===== src/rtl/bsu_phase_sequencer.sv =====
// bsu_phase_sequencer: walks LUT elements for one steering angle, streams phase words, then strobes a common latch.
// Define BSU_CAL_OFFSET_EN to add a cal_offset port whose value is added (mod 32) to every phase word.
module bsu_phase_sequencer #(
  parameter int NUM_ELEM = 16,
  parameter int PHASE_W  = 5
) (
  input  logic               clk,
  input  logic               rst,
  input  logic               start,
  input  logic [5:0]         teta_cmd,
  input  logic               abort,
`ifdef BSU_CAL_OFFSET_EN
  input  logic [PHASE_W-1:0] cal_offset,
`endif
  output logic               lut_en,
  output logic [3:0]         lut_piv,
  output logic [5:0]         lut_teta,
  input  logic [PHASE_W-1:0] lut_phase,
  output logic               ph_valid,
  input  logic               ph_ready,
  output logic [PHASE_W-1:0] ph_data,
  output logic [3:0]         ph_elem,
  output logic               latch_pulse,
  output logic               busy,
  output logic               done
);
  typedef enum logic [1:0] {IDLE, LOOKUP, PUSH, LATCH} state_t;
  localparam logic [3:0] LAST = 4'(NUM_ELEM - 1);
  state_t state;
  logic [3:0] piv_cnt;
  logic [5:0] teta_q;
  logic [PHASE_W-1:0] phase_q;
  logic [PHASE_W-1:0] off_q;
  logic accept;
  assign accept = state == IDLE && start && !abort;
`ifdef BSU_CAL_OFFSET_EN
  always_ff @(posedge clk)
    if (rst) off_q <= '0;
    else if (accept) off_q <= cal_offset;
`else
  assign off_q = '0;
`endif
  always_ff @(posedge clk) begin
    if (rst) begin
      state   <= IDLE;
      piv_cnt <= '0;
      teta_q  <= '0;
      phase_q <= '0;
    end else if (state != IDLE && abort) begin
      state   <= IDLE;
      piv_cnt <= '0;
    end else begin
      case (state)
        IDLE: if (accept) begin
          state   <= LOOKUP;
          teta_q  <= teta_cmd;
          piv_cnt <= '0;
        end
        LOOKUP: begin
          phase_q <= lut_phase + off_q;
          state   <= PUSH;
        end
        PUSH: if (ph_ready) begin
          if (piv_cnt == LAST) state <= LATCH;
          else begin
            piv_cnt <= piv_cnt + 4'd1;
            state   <= LOOKUP;
          end
        end
        LATCH: state <= IDLE;
        default: state <= IDLE;
      endcase
    end
  end
  // outputs are pure decodes of registered state; only the latch strobe looks at abort
  always_comb begin
    lut_en      = state == LOOKUP;
    lut_piv     = lut_en ? piv_cnt : '0;
    lut_teta    = lut_en ? teta_q : '0;
    ph_valid    = state == PUSH;
    ph_data     = ph_valid ? phase_q : '0;
    ph_elem     = ph_valid ? piv_cnt : '0;
    busy        = state != IDLE;
    latch_pulse = state == LATCH && !abort;
    done        = latch_pulse;
  end
endmodule

===== config.mk =====
export PLATFORM = sky130hd
export DESIGN_NAME = bsu_phase_sequencer
export DESIGN_NICKNAME = d
export VERILOG_FILES = /design/src/rtl/bsu_phase_sequencer.sv
export SDC_FILE = /design/constraint.sdc
export NUM_CORES = 1
export LEC_CHECK = 0
export CAP_MARGIN = 5
export CORE_MARGIN = 2
export CORE_UTILIZATION = 40
export CTS_BUF_LIST = sky130_fd_sc_hd__clkbuf_8 sky130_fd_sc_hd__clkbuf_16
export DETAILED_ROUTE_END_ITERATION = 7
export PLACE_DENSITY = 0.75
export SLEW_MARGIN = 20
export SYNTH_ARGS = -nofsm -noshare
export SYNTH_HDL_FRONTEND = slang
export SYNTH_SLANG_ARGS = --single-unit

===== constraint.sdc =====
create_clock -name clk -period 3.9 [get_ports clk]
set_input_delay 0.39 -clock clk [delete_from_list [all_inputs] [get_ports clk]]
set_output_delay 0.39 -clock clk [all_outputs]
set_load 0.01 [all_outputs]

* Word level (Yosys, flattened, before mapping)
Index checks and enable logic that the tools add are counted.
** Word-level totals
- Bits of input ports :: 16
- Output and inout bits :: 24
- Bits in registers :: 17
- Logic and storage cells :: 38
** Operators by class
- Eq/ne operators :: 7
- Reductions and logical operators :: 13
- $add $sub $neg :: 1
- Multiplexer cells :: 12
- Bitwise gates (word level) :: 1
** Operators by type and width (count)
- 4-bit 2-to-1 mux :: 5
- 2-bit case mux with 4 select lines :: 1
- 4-bit case mux with 2 select lines :: 1
- 2-bit 2-to-1 mux :: 3
- 6-bit 2-to-1 mux :: 1
- 5-bit 2-to-1 mux :: 1
- 4-bit by 1-bit adder with 4-bit output (second input constant) :: 1
- 2-bit equality test (second input constant) :: 2
- 4-bit equality test (second input constant) :: 1
- 1-bit logical AND :: 4
- 2-bit != test (second input constant) :: 2
- 2-bit AND reduction :: 2
- 4-bit AND reduction :: 1
- 2-bit nonzero test :: 2
- 3-bit AND reduction :: 1
- 2-bit by 1-bit equality test with 1-bit output (second input constant) :: 1
- 2-bit zero test :: 1
- 2-bit by 1-bit != test with 1-bit output (second input constant) :: 1
- 2-bit OR reduction :: 1
- 1-bit zero test :: 1
- 1-bit inverter :: 1

* Longest topological paths before layout
Gate-level depths: netlist of run 1.
- Depth in word-level cells :: 5
- Gate-level depth with buffers :: 5
- Mapped depth without buffers :: 4

* Worst setup path after synthesis of run 1
OpenSTA, ideal clock, no wires.
- Path kind :: register to output
- Start point :: register state[0]
- End point :: output port lut_piv[0]
- Cell stages (with the launch flop) :: 4
- Arrival time :: 1140 ps
- Path buffers :: 1
- Required time :: 3510 ps
- Path slack :: 2370 ps
- Path through :: dfxtp_1 nor2b_1 clkbuf_1 and2_1
** Between the ends
- Cells in the longest elaborated chain, start to end :: 2
** RTL lines
- start, declared :: line 29 : state_t state;
- start signal, assigned :: line 45 : state <= IDLE;
- start signal, assigned :: line 50 : state <= IDLE;
- start signal, assigned :: line 55 : state <= LOOKUP;
- 2-bit by 1-bit equality test with 1-bit output :: line 77 : lut_en = state == LOOKUP;
- named net lut_en :: line 15 : output logic lut_en,
- 4-bit 2-to-1 mux :: line 78 : lut_piv = lut_en ? piv_cnt : '0;
- end, declared :: line 16 : output logic [3:0] lut_piv,
The timed path passes the listed nets, and every way through them passes these cells.

* Worst setup path after layout of run 1
- Start point :: register state[0]
- End point :: output port lut_piv[2]
** Between the ends
- Cells in the longest elaborated chain, start to end :: 2
** RTL lines (line)
- 2-bit by 1-bit equality test with 1-bit output :: 77
- 4-bit 2-to-1 mux :: 78
No other way between the ends.

==> results.toml, run 1 <==
[status]
run_status = "finished clean"

[synth]
synth.top_cell.area_share_pct = 35.05
area_leader_netlist = "sky130_fd_sc_hd__dfxtp_1"
syn-instance-count = 101
ys_ff_latch = 17
synth_top_cells_by_area = "sky130_fd_sc_hd__dfxtp_1, sky130_fd_sc_hd__mux2i_1, sky130_fd_sc_hd__and2_1, sky130_fd_sc_hd__nor2_1, sky130_fd_sc_hd__a2bb2oi_4"
synth_nets = 118
synth_edf_count = 0
syn_avg_cell_area_sq_um = 9.613
synth_warnings = 0
ys_seq_area_share_pct = 35.05
synthArstFlopShare_pct = 0
postSynth.topFlopCell = "sky130_fd_sc_hd__dfxtp_1"
synth.lib_cells_used.distinct = 32
post_synth_instance_area_sq_um = 970.9

[detailed_routing]
met3WireLength_um = 171
detailroute.via_count = 846
drt_iter0_drc = 13
drt-total-wl_um = 2252
wl_met2_um = 978
top_layer_used = "met4"
drt-pass1-iter-count = 4
antenna_violating_nets_post_route = 0
detail_route.drc_violations = 0
wl_per_cell_um = 13.57
wire_length_on_met1_um = 1073
viasPerCell = 5.096

[floorplanning]
design.portCount = 40
die_height_um = 53.27
fp.coreArea_sq_um = 2255
floorplan.rows = 17
die_area_sq_um = 2837
width_of_the_die_um = 53.27
start_util_pct = 43.06

[power_and_ir_drop]
vdd_drop_max_mv = 0.1996
total_leakage_power_uw = 0.0005133
pwr_density_cell_nw_per_um2 = 267.6
power_uw = 374.3

[timing]
finalSetupViolCount = 0
slew_viol_final = 0
slew_headroom_pct = 41.45
final-hold-violation-count = 0
layout_min_cycle_time_ns = 2.522
finalCritPeriodShare_pct = 64.66
worst_slew_pin_slew_ns = 0.8746
rsz0062_at_grt = "no"
timing.final.ws_setup_ns = 1.378
timing.fmax_mhz = 396.6
skew_ns = 0.004648
fin_setup_tns_ns = 0

[clock_network]
number_of_sinks_handled_by_clock_tree_synthesis = 17
tritoncts.num_buffers = 3
cts_max_level = 1
clockBufferDepth = 2
cts_hold_buffers = 0
cts.repair.resized = 0
postCtsSetupRepairBufs = 0
clk_root_buffer_cell = "sky130_fd_sc_hd__clkbuf_8"
cts_tree = "yes"
worstSkewPairLatency_ns = 0.26
clkTransAtPathRegs_ns = 0.07

[placed_design]
placed_cells_incl_taps = 162
pre_cts_ws_ns = 1.630
port-buffer-count = 39
gp_routability_congestion = 0.8437
detailed_placement_hpwl_um = 1681

[setup_path]
critical_path.startpoint_type = "register"
cp.arrival_ns = 2.13
cp_data_required_time_ns = 3.51
worst-path-max-fanout = 12
worst_setup_path_end_kind = "primary output"
path_class = "register to primary output"

[global_routing]
globalRoute.totalOverflow = 0
grt_antenna_before_repair = 0
grt_pass1_vias = 835
gr_util_all_layers_pct = 18.30
grt_start_max_net_pins = 15
wire_length_of_the_first_global_routing_pass_um = 3719

[final_layout]
mostFrequentLayoutCells = "sky130_fd_sc_hd__clkdlybuf4s50_1, sky130_fd_sc_hd__and2_1, sky130_fd_sc_hd__dfxtp_1, sky130_fd_sc_hd__nor2_1, sky130_fd_sc_hd__mux2i_1"
final.fill_count = 191
post_route_cells_drive_above_1_share_pct = 9.420
flow.area_growth_from_synthesis_pct = 44.07
layout.cells.most_common = "sky130_fd_sc_hd__clkdlybuf4s50_1"
antenna-diode-count = 0
num-nets-final = 156
final_cell_count_without_fillers = 166
fin_util_pct = 62.04

[min_path]
timing.hold.worst.class = "register to register"

[flow_run]
max_cap_violations = 0
kinds of logic (layout without fill, tap and decap cells):
group / after synthesis / after routing / share of synthesized area, %
multiplexers: 13 / 13 / 13.40
AO/OA/AOI/OAI: 9 / 9 / 11.34
adder cells (fa/ha/maj): 1 / 1 / 1.288
buffers and inverters: 9 / 46 / 5.541
flip-flops: 17 / 17 / 35.05
AND/OR/NAND/NOR: 52 / 52 / 33.38
worst paths after layout:
path	startpoint	to	slack [ns]	cells after the start
worst max-delay path	state[0]$_SDFFE_PP0P_	lut_piv[2]	1.38	3
worst min-delay path	teta_q[4]$_SDFFE_PP0P_	teta_q[4]$_SDFFE_PP0P_	0.49	2
worst max register to register	state[1]$_SDFFE_PP0P_	piv_cnt[2]$_SDFFE_PP0P_	2.11	3
worst min register to register	teta_q[4]$_SDFFE_PP0P_	teta_q[4]$_SDFFE_PP0P_	0.49	2
synth_stat cells (2+ instances only):
master and count:
sky130_fd_sc_hd__o21ai_1 2, sky130_fd_sc_hd__nand3_1 4, sky130_fd_sc_hd__buf_6 2, sky130_fd_sc_hd__and2_1 19, sky130_fd_sc_hd__mux2i_1 13, sky130_fd_sc_hd__clkbuf_1 2
sky130_fd_sc_hd__dfxtp_1 17, sky130_fd_sc_hd__nor2_1 14, sky130_fd_sc_hd__nand2_1 3, sky130_fd_sc_hd__inv_1 3
metal layers:
| metal | vias to the layer above | global-route usage [%] |
|---|---|---|
| met4 | 0 | 7.692 |
| met3 | 3 | 4.237 |
| li1 | 418 | - |
| met1 | 385 | 24.74 |
| met2 | 40 | 27.57 |
| met5 | - | 0 |
state kept, by name, indices dropped and copies added (netlist names):
signal / count
piv_cnt: 4
teta_q: 6
state: 2
phase_q: 5
critical path, stage by stage, from the launching register on:
cell and delay, ns:
sky130_fd_sc_hd__dfxtp_1 0.50, sky130_fd_sc_hd__nor2b_1 0.61, sky130_fd_sc_hd__and2_1 0.22, sky130_fd_sc_hd__clkdlybuf4s50_1 0.55
stage by stage:
step	hold slack [ns]	instance area [sq um]
3_5_place_dp	0.4770	1354
6_report	0.4922	1399
3_3_place_gp	0.4647	1354
4_1_cts	0.4960	1399
2_1_floorplan	0.4515	970.9
5_1_grt	0.5238	1399
layout make-up:
cell class / instances / area, sq um / area share, %
Sequential cell: 17 / 340.3 / 24.33
Clock buffer: 3 / 41.29 / 2.952
Multi-Input combinational cell: 75 / 576.8 / 41.23
Clock inverter: 1 / 3.754 / 0.2683
Inverter: 3 / 11.26 / 0.8050
Timing Repair Buffer: 39 / 390.4 / 27.91
Tap cell: 28 / 35.03 / 2.504
report_power, final:
part | total, uW | switching, uW | internal [uW]
Sequential | 185 | 5.27 | 179
Combinational | 58.3 | 24.7 | 33.6
Clock | 131 | 61.4 | 70.0
Total | 374 | 91.4 | 283
Note: power is estimated with default switching activity, not from simulation.
==> run 2: changes to the inputs <==
--- a/config.mk
+++ b/config.mk
@@ -7,7 +7,7 @@
 export LEC_CHECK = 0
 export CAP_MARGIN = 5
 export CORE_MARGIN = 2
-export CORE_UTILIZATION = 40
+export CORE_UTILIZATION = 38
 export CTS_BUF_LIST = sky130_fd_sc_hd__clkbuf_8 sky130_fd_sc_hd__clkbuf_16
 export DETAILED_ROUTE_END_ITERATION = 7
 export PLACE_DENSITY = 0.75
==> constraint.sdc (replaced) <==
create_clock -name clk -period 2.15 [get_ports clk]
set_input_delay 0.215 -clock clk [delete_from_list [all_inputs] [get_ports clk]]
set_output_delay 0.215 -clock clk [all_outputs]
set_load 0.01 [all_outputs]
==> run 2 against run 1 <==
  * Flip-flop and latch count is the same
  * Final cell count increased by 3.6%
  * Sequential power increased by 79%
  * Hold slack about the same
  * Clock power up 81%
  * Largest cell class unchanged
==> results.toml, run 2 (synthesis results as in run 1) <==
[status]
run_status = "finished clean"

[flow_run]
max_cap_violations = 0

[floorplanning]
start_util_pct = 39.55
die_area_sq_um = 2975
width_of_the_die_um = 54.55
fp.coreArea_sq_um = 2455
design.portCount = 40
die_height_um = 54.55
floorplan.rows = 18

[final_layout]
final.fill_count = 225
num-nets-final = 160
largest_register_by_flop_count = "teta_q"
flow.area_growth_from_synthesis_pct = 47.68
mostFrequentLayoutCells = "sky130_fd_sc_hd__clkdlybuf4s50_1, sky130_fd_sc_hd__and2_1, sky130_fd_sc_hd__dfxtp_1, sky130_fd_sc_hd__nor2_1, sky130_fd_sc_hd__mux2i_1"
multiInputGateArea_sq_um = 578.1
post_route_cells_drive_above_1_share_pct = 13.38
ff_latch_area_sq_um = 340.3
top_regs = "teta_q x6, phase_q x5, piv_cnt x4"
largest_reg_flops = 6
layout.cells.most_common = "sky130_fd_sc_hd__clkdlybuf4s50_1"
antenna-diode-count = 0

[min_path]
timing.hold.worst.class = "register to register"
startpoint_of_the_lowest_slack_hold_path = "teta_q[3]$_SDFFE_PP0P_"
hold_end = "teta_q[3]$_SDFFE_PP0P_"
hold_depth = 2

[detailed_routing]
drt_iter0_drc = 4
detail_route.drc_violations = 0
wl_per_cell_um = 12.75
drt-total-wl_um = 2193
detailroute.via_count = 855
drt-pass1-iter-count = 4
viasPerCell = 4.971
antenna_violating_nets_post_route = 0

[global_routing]
wire_length_of_the_first_global_routing_pass_um = 3608
gr_util_all_layers_pct = 16.50
grt_antenna_before_repair = 0
grt_start_max_net_pins = 15
globalRoute.totalOverflow = 0
grt_pass1_vias = 797

[setup_path]
critPathMaxStageDelay_ns = 0.54
rr_endpoint = "piv_cnt[3]$_SDFFE_PP0P_"
worst-path-max-fanout = 12
kind_of_cell_adding_the_most_delay_to_the_critical_path = "buffers and inverters"
cp_data_required_time_ns = 1.93
rr_worst_depth = 5
crit-reg2reg-launch = "state[1]$_SDFFE_PP0P_"
critPathSlowestCell = "sky130_fd_sc_hd__clkdlybuf4s50_1"
path_class = "register to primary output"
critical_path_buf_inv_count = 2
critical_path.startpoint_type = "register"
cp_cell_sequence = "nor2b_1 -> buf_4 -> and2_1 -> clkdlybuf4s50_1"
cp.arrival_ns = 1.80
worst_setup_path_end_kind = "primary output"
timing.reg2reg.setup_slack_ns = 0.66
worst_setup_path_startpoint = "state[0]$_SDFFE_PP0P_"

[clock_network]
number_of_sinks_handled_by_clock_tree_synthesis = 17
postCtsSetupRepairBufs = 0
worstSkewPairLatency_ns = 0.25
cts_max_level = 1
clk_root_buffer_cell = "sky130_fd_sc_hd__clkbuf_8"
clkTransAtPathRegs_ns = 0.07
clockBufferDepth = 2
cts_tree = "yes"
cts_hold_buffers = 0
tritoncts.num_buffers = 3

[timing]
slew_viol_final = 0
finalCritPeriodShare_pct = 93.51
skew_ns = 0.001990
final-hold-violation-count = 0
worst_slew_pin_slew_ns = 0.4149
timing.final.ws_setup_ns = 0.1396
finalSetupViolCount = 0
layout_min_cycle_time_ns = 2.010
fin_setup_tns_ns = 0
rsz0062_at_grt = "no"
slew_headroom_pct = 72.16
timing.fmax_mhz = 497.4

[power_and_ir_drop]
vdd_drop_max_mv = 0.4607
pwr_density_cell_nw_per_um2 = 477.1
total_leakage_power_uw = 0.0005321

[placed_design]
detailed_placement_hpwl_um = 1672
pre_cts_ws_ns = 0.3050
port-buffer-count = 39
gp_routability_congestion = 0.8400
==> run 2: worst max-delay path by stage <==
stage / endpoint / depth (start not counted) / slack, ns
after floorplan: lut_piv[0] / 3 / 0.79
after global placement: ph_data[3] / 3 / 0.37
after detailed placement: ph_elem[1] / 3 / 0.31
after CTS: ph_elem[1] / 3 / 0.03
after global routing: lut_teta[3] / 4 / 0.008
final: lut_teta[3] / 4 / 0.14
==> run 2: timing repair <==
item | in CTS | in global routing
gates resized for setup | 0 | 1
setup endpoints to repair | 0 | 8
endpoints found under the hold margin | 0 | 0
==> run 2: per-stage QoR <==
step / power (uW) / utilization [%] / area, sq um / instances / hold WS, ns
after floorplan: 402.2 / - / 970.9 / 101 / 0.2874
after global placement: 451.1 / 56.47 / 1386 / 168 / 0.4644
after detailed placement: 454.6 / 56.47 / 1386 / 168 / 0.4748
after CTS: 691.2 / 58.36 / 1433 / 172 / 0.4929
after global routing: 712.7 / 58.41 / 1434 / 172 / 0.5143
final: 684.1 / 58.41 / 1434 / 172 / 0.4919
==> run 2: worst reg2reg max path: cells and delay by family, from the launching register on <==
kind	cells	cell delay, ns
AND/OR/NAND/NOR	1	0.27
AO/OA/AOI/OAI	2	0.37
flip-flops	1	0.31
buffers and inverters	2	0.43
==> run 2: layout make-up <==
| class | count | area share (%) |
|---|---|---|
| Tap cell | 30 | 2.618 |
| Multi-Input combinational cell | 75 | 40.31 |
| Clock inverter | 1 | 0.3490 |
| Timing Repair Buffer | 43 | 29.32 |
| Inverter | 3 | 0.7853 |
| Sequential cell | 17 | 23.73 |
| Clock buffer | 3 | 2.880 |
==> run 2: report_power, final <==
part           switching (uW)  internal [uW]  leakage, uW
registers                7.17            325     0.000138
clock network             109            128    0.0000255
logic                    48.4           66.0     0.000369
total                     165            519     0.000532
==> run 2: layer usage <==
layer | GRT usage, % | vias up | routed length, um
li1 | - | 424 | -
met1 | 21.92 | 410 | 990
met2 | 28.31 | 21 | 1100
met3 | 2.186 | 0 | 102
met4 | 3.750 | 0 | 0
met5 | 0 | - | 0
